File: config.mk
export PLATFORM = sky130hd
export DESIGN_NAME = sat_counter
export DESIGN_NICKNAME = d
export VERILOG_FILES = /design/src/rtl/tri_wave_checker_sat_counter.sv
export SDC_FILE = /design/constraint.sdc
export NUM_CORES = 1
export LEC_CHECK = 0
export ABC_AREA = 1
export BUFFER_PORTS_ARGS = -buffer_cell sky130_fd_sc_hd__buf_4
export CAP_MARGIN = 20
export CELL_PAD_IN_SITES_DETAIL_PLACEMENT = 0
export CELL_PAD_IN_SITES_GLOBAL_PLACEMENT = 1
export CORE_AREA = 3 3 45 47
export DETAILED_ROUTE_END_ITERATION = 10
export DIE_AREA = 0 0 48 50
export PLACE_DENSITY = 0.67
export SLEW_MARGIN = 25
export SYNTH_ARGS = -nofsm -noshare
export SYNTH_HDL_FRONTEND = slang
export SYNTH_SLANG_ARGS = --single-unit
File: constraint.sdc
create_clock -name clk -period 1.2 [get_ports clk]
set_input_delay 0.06 -clock clk [delete_from_list [all_inputs] [get_ports clk]]
set_output_delay 0.06 -clock clk [all_outputs]
set_load 0.005 [all_outputs]
File: src/rtl/tri_wave_checker_sat_counter.sv
// Saturating up-counter with synchronous clear taking priority over increment.
// Latency: 1 cycle from inc/clr to cnt; no backpressure.
module sat_counter #(
  parameter int W = 8
) (
  input  logic         clk,
  input  logic         rst,
  input  logic         inc,
  input  logic         clr,
  output logic [W-1:0] cnt
);

  always_ff @(posedge clk or posedge rst) begin
    if (rst)
      cnt <= '0;
    else if (clr)
      cnt <= '0;
    else if (inc && (cnt != '1))
      cnt <= cnt + 1'b1;
  end

endmodule

Word level (Yosys, flattened, before mapping)
Index checks and enable logic that the tools add are counted.

Reductions and logical operators: 2. Multiplexer cells: 2. Add/subtract/negate cells: 1. Equality and inequality tests: 1.

Operator list (count): 8-bit two-way mux (2); 8-bit by 1-bit adder with 8-bit output, second input constant (1); 8-bit inequality test, second input constant (1); 2-bit nonzero test (1); 1-bit logical AND (1).

Logic and storage cells: 7. Output and inout bits: 8. Input port bits: 4. Register bits after elaboration: 8.

Longest topological paths before layout
Word-level depth: 4. Depth in mapped cells: 9. Depth with buffers taken out: 9.

Worst setup path after synthesis
OpenSTA, ideal clock, no wires.

Kind: register to register. From: register cnt[0]. To: register cnt[4]. Path buffers: 0. Required time: 1135 ps. Arrival time: 1218 ps. Cell stages (with the launch flop): 9. Period minus slack after synthesis: 1282 ps. Setup slack: -82 ps. Setup time: 65 ps. Cells stage by stage: dfrtp_1 -> ha_1 -> nand2_2 -> nor2_4 -> nand2_2 -> nand2_4 -> nor2_1 -> nand2_1 -> nand2_1.

Cells in the longest elaborated chain, start to end: 3. Elaborated cells between the ends (all ways): 6. Classes of those cells: add/sub (1); eq/ne (1); mux (2); reduce/logical (2).

Ends and longest elaborated chain: start, declared (RTL line 10) `output logic [W-1:0] cnt`; start signal, assigned (RTL line 19) `cnt <= cnt + 1'b1;`; 8-bit by 1-bit adder with 8-bit output / 8-bit inequality test (equally long branches) (RTL line 19, 18); 8-bit two-way mux / 1-bit logical AND (equally long branches) (RTL line 18) `else if (inc && (cnt != '1))`; 8-bit two-way mux / 2-bit nonzero test (equally long branches).

Several ways; a longest one is shown, not always the timed one. The select of a mux whose other input is x is not followed. A chain may end at the register's enable or synchronous reset.

Worst setup path after layout
From: register cnt[0]. To: register cnt[1].

Same word-level chain as after synthesis.

==> flow_summary_export.csv <==
group,metric,value,unit
run_status,status,"complete, but fails checks",
run_status,violations,"setup timing",
yosys,syn_area,507,um^2
cts,clock_sinks,8,
placement,hpwl,940,um
worst_setup_path,crit_chain,"ha_2, nand2_2, nor2_4, nand2_2, nand2_4, nand2_4, clkinv_4, nand2_1, nand2_1",
yosys,synth_cell_types,16,
global_route,antenna_found_initial,0,
sta,worst_slew_pin_slew,343,ps
final_layout,largest_reg_flops,8,
worst_setup_path,crit_fanout,6,
final_layout,instances_no_fill,108,
sta,final-setup-viol-count,6,
routing,drc,0,
yosys,synth_area_per_cell,7.34,um^2
worst_setup_path,crit_arrival,1370,ps
sta,worst_clock_skew,1.83,ps
final_layout,final_cell_mix,"nand2_1, buf_4, inv_1",
worst_setup_path,critPathKind,"reg -> reg",
cts,post-cts-setup-buffer-count,0,
die,fp.dieW,48,um
sta,period_minus_slack,1210,ps
worst_setup_path,cp-start-kind,"flop",
cts,cts_tree,"done",
routing,wl_per_cell,11.1,um
die,ioPinCount,12,
final_layout,area_growth,41.0,%
placement,dp.cells,104,
power_and_ir_drop,power,0.595,mW
sta,fmax,826,MHz
final_layout,top_regs,"cnt: 8 flops",
placement,gp_congestion,0.875,
yosys,syn-instance-count,69,
final_layout,utilization,42.3,%
cts,clkTransAtPathRegs,60,ps
yosys,yosys_warnings,0,
die,die_y,50,um
final_layout,drive_gt1_share,35.2,%
cts,htreeDepth,1,
worst_setup_path,cp.required,1350,ps
routing,drtPass1Iterations,4,
global_route,grt_pass1_wl,2000,um
global_route,grt_max_degree,9,
routing,wirelength,1200,um
cts,clk_latency,260,ps
sta,hold_violations,0,
sta,slew_headroom,77.1,%
sta,setup_ws,-11.4,ps
routing,final_antenna_net_count,0,
cts,cts-buffers-inserted,3,
final_layout,layout.nets,98,
die,start_util,30.0,%
die,die_area,0.00240,mm^2
routing,drt_iter0_drc,6,
sta,slew_viol_final,0,
yosys,syn_nets,74,
routing,drt-vias-per-instance,4.43,
die,core,0.00169,mm^2
flow_run,maxCapViolations,0,
yosys,synth-seq-area-share,39.5,%
die,placementRows,15,
cts,clockRootBuffer,"clkbuf_4",
global_route,grt_pass1_vias,449,
worst_setup_path,slowest_delay,380,ps
worst_setup_path,end_kind,"flop",
placement,portBuffers,11,
global_route,grtUsageTotal,12.3,%
final_layout,mostFrequentLayoutCell,"nand2_1",
power_and_ir_drop,p_leak,0.401,nW
yosys,ys_ff_latch,8,
sta,rsz0062_at_grt,"true",
cts,clockBufferDepth,2,
power_and_ir_drop,peakVddDrop,0.432,mV
final_layout,diodes,0,
global_route,grt_overflow_total,0,
sta,post-route-period-util,101,%
sta,hold_ws,78.2,ps
final_layout,final_cell_area,714,um^2
power_and_ir_drop,power_density,833,mW/mm^2
worst_setup_path,cp_slowest_cell,"dfrtp_1",
routing,vias,478,
placement,placed_area,668,um^2
worst_hold_path,hold_class,"in -> reg",
final_layout,top_register,"cnt",
[worst max-delay path, delay by kind of cell (launching register included)]
family        cells  cell delay (ps)
buf+inv           1               70
fa+ha+maj         1              190
flops             1              380
simple gates      7              460
[repair_timing]
action	4_1_cts	5_1_grt
hold endpoints to repair	8	0
endpoints found under the setup margin	8	8
hold buffers	1	0
gates resized for setup	2	1
pin swaps	1	2
[routing by layer]
layer | GRT usage [%] | wire [um]
met3 | 2.19 | 38
met4 | 9.42 | 40
met1 | 17.9 | 588
met2 | 15.2 | 527
met5 | 0 | 0
[synthesized netlist by cell type (all sizes together)]
| cell type | number | area, um^2 |
|---|---|---|
| nand3 | 5 | 25.0 |
| nand2 | 29 | 129 |
| xor2 | 3 | 26.3 |
| nor2 | 7 | 36.3 |
| xnor2 | 1 | 8.76 |
| o21ai | 1 | 5.00 |
| inv | 10 | 37.5 |
| dfrtp | 8 | 200 |
| ha | 1 | 12.5 |
| clkinv | 1 | 8.76 |
| a21oi | 2 | 10.0 |
| nor3b | 1 | 7.51 |
[per-stage QoR]
step	TNS (ps)	worst slack, ps
after floorplan	0	10.3
after global placement	-4.82	-4.82
after detailed placement	-155	-32.6
after CTS	-168	-28.8
after global routing	-878	-138
final	-43.7	-11.4
[final timing paths]
path	depth (start not counted)	slack [ps]	end	start
max	9	-10	cnt[1]	cnt[0]
min	4	80	cnt[7]	clr
max reg2reg	9	-10	cnt[1]	cnt[0]
min reg2reg	2	580	cnt[4]	cnt[4]
max in group asynchronous	3	630	cnt[0]	rst
min in group asynchronous	3	310	cnt[6]	rst
[power by group]
part           switching, mW  internal (mW)  total (mW)
registers            0.00669          0.278       0.285
clock network          0.105          0.115       0.221
logic                 0.0465         0.0429      0.0894
total                  0.158          0.436       0.595
[kinds of logic after synthesis]
kind of cell    count (synthesis)  share of synthesized area (%)
compound gates                  3                           2.96
xor+xnor                        4                           6.91
fa+ha+maj                       1                           2.47
buf+inv                        11                           9.14
flops                           8                           39.5
simple gates                   42                           39.0
[cell type report]
type                    instances  area, um^2
fillers                       189         975
clock buffers                   3        22.5
multi-input cells              50         279
repair buffers                 19         145
well taps                      17        21.3
flip-flops and latches          8         200
inverters                      11        46.3
Power figures use the tool's default switching activity.
